`src/rtl/onewire_txn_sequencer_if.sv`:
```
// Host command, read-byte stream and bit-engine signals of the 1-wire transaction sequencer.
// The sequencer connects through the slave modport; the host and bit-engine side uses master.
interface onewire_txn_sequencer_if #(
  parameter int RD_LEN_W = 4
);
  logic                start;
  logic [7:0]          cmd_rom;
  logic [7:0]          cmd_func;
  logic                two_cmd;
  logic [RD_LEN_W-1:0] rd_len;
  logic                busy;
  logic                done;
  logic                no_pres;
  logic                crc_ok;
  logic [7:0]          rx_data;
  logic                rx_valid;
  logic                rx_ready;
  logic                bit_req;
  logic [1:0]          bit_op;
  logic                bit_wdata;
  logic                bit_done;
  logic                bit_rdata;
  logic                bit_pres;

  modport master (
    output start, cmd_rom, cmd_func, two_cmd, rd_len, rx_ready,
           bit_done, bit_rdata, bit_pres,
    input  busy, done, no_pres, crc_ok, rx_data, rx_valid,
           bit_req, bit_op, bit_wdata
  );

  modport slave (
    input  start, cmd_rom, cmd_func, two_cmd, rd_len, rx_ready,
           bit_done, bit_rdata, bit_pres,
    output busy, done, no_pres, crc_ok, rx_data, rx_valid,
           bit_req, bit_op, bit_wdata
  );
endinterface

```
`src/rtl/onewire_txn_sequencer.sv`:
```
// 1-wire transaction sequencer: RESET/presence with retries, one or two command bytes,
// then up to 2^RD_LEN_W-1 read bytes streamed out with a running Dallas CRC8 check.
module onewire_txn_sequencer #(
  parameter int PRES_RETRIES = 2,
  parameter int RD_LEN_W     = 4
) (
  input logic clk,
  input logic reset,
  onewire_txn_sequencer_if.slave bus_if
);

  typedef enum logic [2:0] {
    S_IDLE,
    S_RST,
    S_TX,
    S_RX,
    S_HOLD,
    S_DONE
  } state_e;

  localparam logic [2:0] MAX_RETRY = 3'(PRES_RETRIES);
  localparam logic [1:0] OP_RST    = 2'b00;
  localparam logic [1:0] OP_WR     = 2'b01;
  localparam logic [1:0] OP_RD     = 2'b10;

  state_e              state_q;
  logic                busy_q;
  logic                done_q;
  logic                no_pres_q;
  logic                crc_ok_q;
  logic [7:0]          rx_data_q;
  logic                rx_valid_q;
  logic                bit_req_q;
  logic [1:0]          bit_op_q;
  logic                bit_wdata_q;
  logic [7:0]          crc_q;
  logic [2:0]          retry_q;
  logic [2:0]          bit_cnt_q;
  logic [7:0]          tx_shift_q;
  logic [7:0]          rx_shift_q;
  logic [7:0]          cmd_func_q;
  logic                two_cmd_q;
  logic                second_q;
  logic [RD_LEN_W-1:0] rd_len_q;
  logic [RD_LEN_W-1:0] remain_q;

  logic                crc_fb;
  logic [7:0]          crc_d;
  logic [7:0]          rx_byte_d;
  logic                op_done;

  // Reflected CRC8 (0x8C) step and LSB-first byte assembly for the bit being returned
  always_comb begin
    crc_fb = crc_q[0] ^ bus_if.bit_rdata;
    crc_d  = {1'b0, crc_q[7:1]} ^ (crc_fb ? 8'h8C : 8'h00);
  end

  assign rx_byte_d = {bus_if.bit_rdata, rx_shift_q[7:1]};
  assign op_done   = bit_req_q && bus_if.bit_done;

  // Each engine op: raise bit_req with op/wdata, drop it after bit_done, then one idle
  // cycle naturally follows because a new request is only raised while bit_req_q is low.
  always_ff @(posedge clk or posedge reset) begin
    if (reset) begin
      state_q     <= S_IDLE;
      busy_q      <= 1'b0;
      done_q      <= 1'b0;
      no_pres_q   <= 1'b0;
      crc_ok_q    <= 1'b0;
      rx_data_q   <= 8'h00;
      rx_valid_q  <= 1'b0;
      bit_req_q   <= 1'b0;
      bit_op_q    <= OP_RST;
      bit_wdata_q <= 1'b0;
      crc_q       <= 8'h00;
      retry_q     <= 3'd0;
      bit_cnt_q   <= 3'd0;
      tx_shift_q  <= 8'h00;
      rx_shift_q  <= 8'h00;
      cmd_func_q  <= 8'h00;
      two_cmd_q   <= 1'b0;
      second_q    <= 1'b0;
      rd_len_q    <= '0;
      remain_q    <= '0;
    end else begin
      done_q <= 1'b0;
      case (state_q)
        S_IDLE: begin
          if (bus_if.start && !done_q) begin
            tx_shift_q  <= bus_if.cmd_rom;
            cmd_func_q  <= bus_if.cmd_func;
            two_cmd_q   <= bus_if.two_cmd;
            rd_len_q    <= bus_if.rd_len;
            no_pres_q   <= 1'b0;
            crc_ok_q    <= 1'b0;
            crc_q       <= 8'h00;
            retry_q     <= 3'd0;
            bit_cnt_q   <= 3'd0;
            second_q    <= 1'b0;
            busy_q      <= 1'b1;
            bit_req_q   <= 1'b1;
            bit_op_q    <= OP_RST;
            bit_wdata_q <= 1'b0;
            state_q     <= S_RST;
          end
        end
        S_RST: begin
          if (!bit_req_q) begin
            bit_req_q   <= 1'b1;
            bit_op_q    <= OP_RST;
            bit_wdata_q <= 1'b0;
          end else if (op_done) begin
            bit_req_q <= 1'b0;
            if (bus_if.bit_pres) begin
              state_q <= S_TX;
            end else if (retry_q < MAX_RETRY) begin
              retry_q <= retry_q + 3'd1;
            end else begin
              no_pres_q <= 1'b1;
              state_q   <= S_DONE;
            end
          end
        end
        S_TX: begin
          if (!bit_req_q) begin
            bit_req_q   <= 1'b1;
            bit_op_q    <= OP_WR;
            bit_wdata_q <= tx_shift_q[0];
          end else if (op_done) begin
            bit_req_q  <= 1'b0;
            tx_shift_q <= {1'b0, tx_shift_q[7:1]};
            bit_cnt_q  <= bit_cnt_q + 3'd1;
            if (bit_cnt_q == 3'd7) begin
              if (two_cmd_q && !second_q) begin
                second_q   <= 1'b1;
                tx_shift_q <= cmd_func_q;
              end else if (rd_len_q != '0) begin
                remain_q <= rd_len_q;
                state_q  <= S_RX;
              end else begin
                state_q <= S_DONE;
              end
            end
          end
        end
        S_RX: begin
          if (!bit_req_q) begin
            bit_req_q   <= 1'b1;
            bit_op_q    <= OP_RD;
            bit_wdata_q <= 1'b0;
          end else if (op_done) begin
            bit_req_q  <= 1'b0;
            rx_shift_q <= rx_byte_d;
            crc_q      <= crc_d;
            bit_cnt_q  <= bit_cnt_q + 3'd1;
            if (bit_cnt_q == 3'd7) begin
              rx_data_q  <= rx_byte_d;
              rx_valid_q <= 1'b1;
              state_q    <= S_HOLD;
            end
          end
        end
        S_HOLD: begin
          if (rx_valid_q && bus_if.rx_ready) begin
            rx_valid_q <= 1'b0;
            remain_q   <= remain_q - RD_LEN_W'(1);
            state_q    <= (remain_q == RD_LEN_W'(1)) ? S_DONE : S_RX;
          end
        end
        S_DONE: begin
          if (no_pres_q) begin
            crc_ok_q <= 1'b0;
          end else if (rd_len_q == '0) begin
            crc_ok_q <= 1'b1;
          end else begin
            crc_ok_q <= (crc_q == 8'h00);
          end
          done_q  <= 1'b1;
          busy_q  <= 1'b0;
          state_q <= S_IDLE;
        end
        default: state_q <= S_IDLE;
      endcase
    end
  end

  assign bus_if.busy      = busy_q;
  assign bus_if.done      = done_q;
  assign bus_if.no_pres   = no_pres_q;
  assign bus_if.crc_ok    = crc_ok_q;
  assign bus_if.rx_data   = rx_data_q;
  assign bus_if.rx_valid  = rx_valid_q;
  assign bus_if.bit_req   = bit_req_q;
  assign bus_if.bit_op    = bit_op_q;
  assign bus_if.bit_wdata = bit_wdata_q;

endmodule

```
`src/flat_wrapper.sv`:
```
// flat-port wrapper written by rule: the top's interface ports become plain ports
module onewire_txn_sequencer_flat 
#(
  parameter int PRES_RETRIES = 2,
  parameter int RD_LEN_W     = 4
)
  (clk, reset, bus_if_start, bus_if_cmd_rom, bus_if_cmd_func, bus_if_two_cmd, bus_if_rd_len, bus_if_rx_ready, bus_if_bit_done, bus_if_bit_rdata, bus_if_bit_pres, bus_if_busy, bus_if_done, bus_if_no_pres, bus_if_crc_ok, bus_if_rx_data, bus_if_rx_valid, bus_if_bit_req, bus_if_bit_op, bus_if_bit_wdata);
  onewire_txn_sequencer_if #(.RD_LEN_W(RD_LEN_W)) bus_if_i ();
  input logic clk;
  input logic reset;
  input wire logic [$bits(bus_if_i.start)-1:0] bus_if_start;
  input wire logic [$bits(bus_if_i.cmd_rom)-1:0] bus_if_cmd_rom;
  input wire logic [$bits(bus_if_i.cmd_func)-1:0] bus_if_cmd_func;
  input wire logic [$bits(bus_if_i.two_cmd)-1:0] bus_if_two_cmd;
  input wire logic [$bits(bus_if_i.rd_len)-1:0] bus_if_rd_len;
  input wire logic [$bits(bus_if_i.rx_ready)-1:0] bus_if_rx_ready;
  input wire logic [$bits(bus_if_i.bit_done)-1:0] bus_if_bit_done;
  input wire logic [$bits(bus_if_i.bit_rdata)-1:0] bus_if_bit_rdata;
  input wire logic [$bits(bus_if_i.bit_pres)-1:0] bus_if_bit_pres;
  output wire logic [$bits(bus_if_i.busy)-1:0] bus_if_busy;
  output wire logic [$bits(bus_if_i.done)-1:0] bus_if_done;
  output wire logic [$bits(bus_if_i.no_pres)-1:0] bus_if_no_pres;
  output wire logic [$bits(bus_if_i.crc_ok)-1:0] bus_if_crc_ok;
  output wire logic [$bits(bus_if_i.rx_data)-1:0] bus_if_rx_data;
  output wire logic [$bits(bus_if_i.rx_valid)-1:0] bus_if_rx_valid;
  output wire logic [$bits(bus_if_i.bit_req)-1:0] bus_if_bit_req;
  output wire logic [$bits(bus_if_i.bit_op)-1:0] bus_if_bit_op;
  output wire logic [$bits(bus_if_i.bit_wdata)-1:0] bus_if_bit_wdata;
  assign bus_if_i.start = bus_if_start;
  assign bus_if_i.cmd_rom = bus_if_cmd_rom;
  assign bus_if_i.cmd_func = bus_if_cmd_func;
  assign bus_if_i.two_cmd = bus_if_two_cmd;
  assign bus_if_i.rd_len = bus_if_rd_len;
  assign bus_if_i.rx_ready = bus_if_rx_ready;
  assign bus_if_i.bit_done = bus_if_bit_done;
  assign bus_if_i.bit_rdata = bus_if_bit_rdata;
  assign bus_if_i.bit_pres = bus_if_bit_pres;
  assign bus_if_busy = bus_if_i.busy;
  assign bus_if_done = bus_if_i.done;
  assign bus_if_no_pres = bus_if_i.no_pres;
  assign bus_if_crc_ok = bus_if_i.crc_ok;
  assign bus_if_rx_data = bus_if_i.rx_data;
  assign bus_if_rx_valid = bus_if_i.rx_valid;
  assign bus_if_bit_req = bus_if_i.bit_req;
  assign bus_if_bit_op = bus_if_i.bit_op;
  assign bus_if_bit_wdata = bus_if_i.bit_wdata;
  onewire_txn_sequencer #(.PRES_RETRIES(PRES_RETRIES), .RD_LEN_W(RD_LEN_W)) u_core (.clk(clk), .reset(reset), .bus_if(bus_if_i));
endmodule
```
`config.mk`:
```
export PLATFORM = sky130hd
export DESIGN_NAME = onewire_txn_sequencer_flat
export DESIGN_NICKNAME = d
export VERILOG_FILES = /design/src/rtl/onewire_txn_sequencer_if.sv /design/src/rtl/onewire_txn_sequencer.sv /design/src/flat_wrapper.sv
export SDC_FILE = /design/constraint.sdc
export NUM_CORES = 1
export LEC_CHECK = 0
export BUFFER_PORTS_ARGS = -buffer_cell sky130_fd_sc_hd__buf_2
export CORE_UTILIZATION = 57
export DETAILED_ROUTE_END_ITERATION = 7
export PLACE_DENSITY = 0.78
export RECOVER_POWER = 25
export SYNTH_ARGS = -nofsm -noshare
export SYNTH_HDL_FRONTEND = slang
export SYNTH_SLANG_ARGS = --single-unit
export TNS_END_PERCENT = 10
```
`constraint.sdc`:
```
create_clock -name clk -period 2.3 [get_ports clk]
set_clock_uncertainty 0.15 [all_clocks]
set_input_delay 0.115 -clock clk [delete_from_list [all_inputs] [get_ports clk]]
set_output_delay 0.115 -clock clk [all_outputs]
set_load 0.05 [all_outputs]
```
==> impl_metrics.toml <==
[sta]
rsz0062_at_grt = "no"
whs_ns = 0.03306
fin_crit_ns = 2.215
fin_tns_setup_ns = 0
setup_viol = 0
finalWorstSetupSlack_ns = 0.08467
fin_crit_sh_pct = 96.32
hold_viol = 0
drv_slew = 0
fmax_mhz = 451.4
max-slew-margin-rel_pct = 25.28
worstMarginPinSlew_ns = 1.120

[logic_synthesis]
synth_area_leader_cell = "dfrtp_1"
seq_area_frac_synth_pct = 52.63
postSynthCellCount = 315
synth_top_family_by_area = "simple AND/OR/NAND/NOR gates"
synth-compound-area-share_pct = 14.02
synthXorXnorAreaFrac_pct = 0.8248
ys_types = 51
ys_ff_latch = 67
synthesis.area_um2 = 3186
ys_async_sr_fraction_pct = 100.0
synthMuxAreaShare_pct = 8.209
avgSynthCellArea_um2 = 10.11
synth_nets = 348
synth_top_area_share_pct = 52.63
synth-adder-area-share_pct = 1.964
synth-edff-count = 0
synthFlopType = "dfrtp_1"
synthTopCellsByArea = "dfrtp_1, nand2_1, mux2_2"
yosys.area_share.simple_pct = 18.89
yosys_warnings = 0

[drt]
dr.first_iter.drc_count = 218
via_per_inst = 5.718
totalWireLength_um = 7191
wl_per_cell_um = 15.50
vias = 2653
ant_nets = 0
drc_errors = 0
drt_pass1_iterations = 5

[min_path]
hp-class = "primary input to register"

[cells_and_area]
antennaDiodeCount = 0
area_growth_pct = 24.19
final_cells = 464
drive_above_1_share_pct = 20.30
final_util_pct = 75.54
num-nets-final = 423
fill_cells = 360

[power]
internal_power_uw = 2833
p_leak_uw = 0.001964
p_comb_share_pct = 36.2
p_clk_share_pct = 23.0
seq_power_share_pct = 40.8
sw_frac_of_total_pct = 38.74
p_switching_uw = 1791
peakVddDrop_mv = 0.8094
power_density_nw_per_um2 = 1169

[grt]
grt_pass1_vias = 2599
grt-ovfl-total = 0
grtUsageTotal_pct = 26.56
grt_max_degree = 40
antenna_found_initial = 0
grt_pass1_wl_um = 12120

[clocking]
clk_pin_slew_ns = 0.07
cts.repair.resized = 0
cts_buffer_depth = 2
clock_sinks = 67
cts_made_buffers = 9
htreeDepth = 3
cts_tree = "done"
cts_root_buf = "clkbuf_8"
clk_latency_ns = 0.34

[floorplanning]
start_util_pct = 60.82
rows = 26
chipWidth_um = 76.76
die_area_um2 = 5891
pin_count = 45
core_um2 = 5238
die_height_um = 76.76

[setup_path]
crit_start = "u_core.bit_cnt_q[0]"
r2r_slack_ns = 0.08
end_kind = "register"
r2r_cells = 7
path_delay_family = "simple AND/OR/NAND/NOR gates"
r2r-end = "u_core.tx_shift_q[3]"
crit_required_ns = 2.34
crit_top_cell = "ha_1"
start_kind = "register"
cp.depth = 7
worst-path-max-fanout = 8
endpoint = "u_core.tx_shift_q[3]"
crit_buf_inv = 0
critPathKind = "register to register"
cp.arrival_ns = 2.26
path_cells = "ha_1, ha_1, nand3b_1, mux2i_1, nor2_1, a21oi_1, o21ai_1"
crit_path_top_delay_cell = "nand3b_1"
rr_startpoint = "u_core.bit_cnt_q[0]"
slowest_delay_ns = 0.44

[place]
dpl.cell_count = 424
post-dp-hpwl_um = 4605
portBuffers = 44
pre_cts_ws_ns = 0.2492
place.gp.congestion = 0.8953

[flow_run]
drv_cap = 0

[status]
status = "finished clean"
[worst min-delay path by stage]
stage                                  start              endpoint  slack [ns]  cells after the start
after global routing         bus_if_bit_pres     u_core.state_q[0]        0.11                      4
after detailed placement               reset    u_core.bus_if.busy        0.07                      2
after floorplan           bus_if_cmd_func[0]  u_core.cmd_func_q[0]        0.07                      2
after global placement                 reset    u_core.bus_if.done        0.07                      2
after CTS                    bus_if_bit_pres     u_core.state_q[0]        0.02                      4
final                        bus_if_bit_pres     u_core.state_q[0]        0.03                      4
[worst register-to-register path: stages, from the launching register on]
cell      delay, ns
dfrtp_1        0.40
ha_1           0.21
ha_1           0.24
nand3b_1       0.44
mux2i_1        0.30
nor2_1         0.08
a21oi_1        0.16
o21ai_1        0.10
[synth_stat cells (2+ instances only)]
cell type / instances
dfrtp_1: 67
nand2_1: 60
nor2_1: 22
a21oi_1: 20
nand3_1: 10
a22o_1: 9
mux2_2: 9
o21ai_0: 9
o21ai_1: 9
clkbuf_1: 8
mux2_1: 8
nand2b_1: 8
inv_1: 7
mux2i_1: 7
a31oi_1: 5
ha_1: 5
buf_2: 4
nor3_1: 4
o31ai_1: 4
xor2_1: 3
buf_6: 2
nand3b_1: 2
nand4_1: 2
nor3b_1: 2
nor4_1: 2
o21a_1: 2
[cells in the final DEF (no fill, tap or decap), drive strengths merged, types with 2 or more instances in the layout]
master / Yosys / layout
mux2i: 7 / 7
nand2b: 8 / 8
nor4: 4 / 4
dlygate4sd3: 0 / 25
a22o: 9 / 9
nand2: 61 / 61
dfrtp: 67 / 67
buf: 7 / 45
bufinv: 0 / 2
nand4: 2 / 2
nor3: 5 / 5
o31ai: 4 / 4
nor2: 24 / 24
nor3b: 3 / 3
o21ai: 18 / 18
nand3b: 2 / 2
a21oi: 20 / 20
nand3: 10 / 10
mux2: 17 / 17
o21a: 3 / 3
clkinvlp: 0 / 2
xor2: 3 / 3
a31oi: 5 / 5
inv: 8 / 8
clkbuf: 8 / 20
ha: 5 / 5
[timing repair]
action / 4_1_cts / 5_1_grt
buffers inserted: 0 / 0
hold endpoints to repair: 53 / 0
hold buffers: 25 / 0
[cell families (layout without fill, tap and decap cells)]
family | count (synthesis) | in the layout
AOI/OAI and AO/OA | 69 | 69
xor gates and xnor gates | 3 | 3
adders and majority gates | 5 | 5
buffers and inverters | 23 | 102
DFF | 67 | 67
muxes | 24 | 24
and+or+nand+nor | 124 | 124
[flip-flops by register name, indices dropped and copies added, names as in the netlist, 2 cells and up]
register               count
u_core.rx_shift_q          7
u_core.bus_if.rx_data      8
u_core.crc_q               8
u_core.rd_len_q            4
u_core.remain_q            4
u_core.tx_shift_q          8
u_core.bus_if.bit_op       2
u_core.retry_q             3
u_core.cmd_func_q          8
u_core.state_q             3
u_core.bit_cnt_q           3
[through the flow]
| stage | area, um^2 | power, uW |
|---|---|---|
| after floorplan | 3186 | 3093 |
| after detailed placement | 3501 | 3502 |
| after CTS | 3968 | 4617 |
| after global routing | 3956 | 4914 |
| after global placement | 3501 | 3433 |
| final | 3956 | 4625 |
[layer usage]
metal	vias up	share of wire [%]	track usage, %
li1	1247	-	-
met1	1298	45	35.65
met2	96	48	41.70
met3	12	5.7	6.310
met4	0	1.8	10.38
met5	-	0	0
[layout make-up]
cell class	instances	area, um^2	area share, %
Timing Repair Buffer	79	546.8	13.82
Multi-Input combinational cell	225	1399	35.36
Tap cell	70	87.58	2.214
Clock inverter	4	75.07	1.898
Clock buffer	11	141.4	3.574
Inverter	8	30.03	0.7590
Sequential cell	67	1677	42.38
[power by group through the flow]
| stage | clock network [uW] | registers (uW) | logic, uW |
|---|---|---|---|
| 3_5_place_dp | 0 | 1890 | 1610 |
| 4_1_cts | 1080 | 1870 | 1660 |
| 2_1_floorplan | 0 | 1950 | 1140 |
| 6_report | 1060 | 1890 | 1670 |
| 5_1_grt | 1120 | 1930 | 1860 |
| 3_3_place_gp | 0 | 1880 | 1550 |
(Power assumes the default switching activity.)
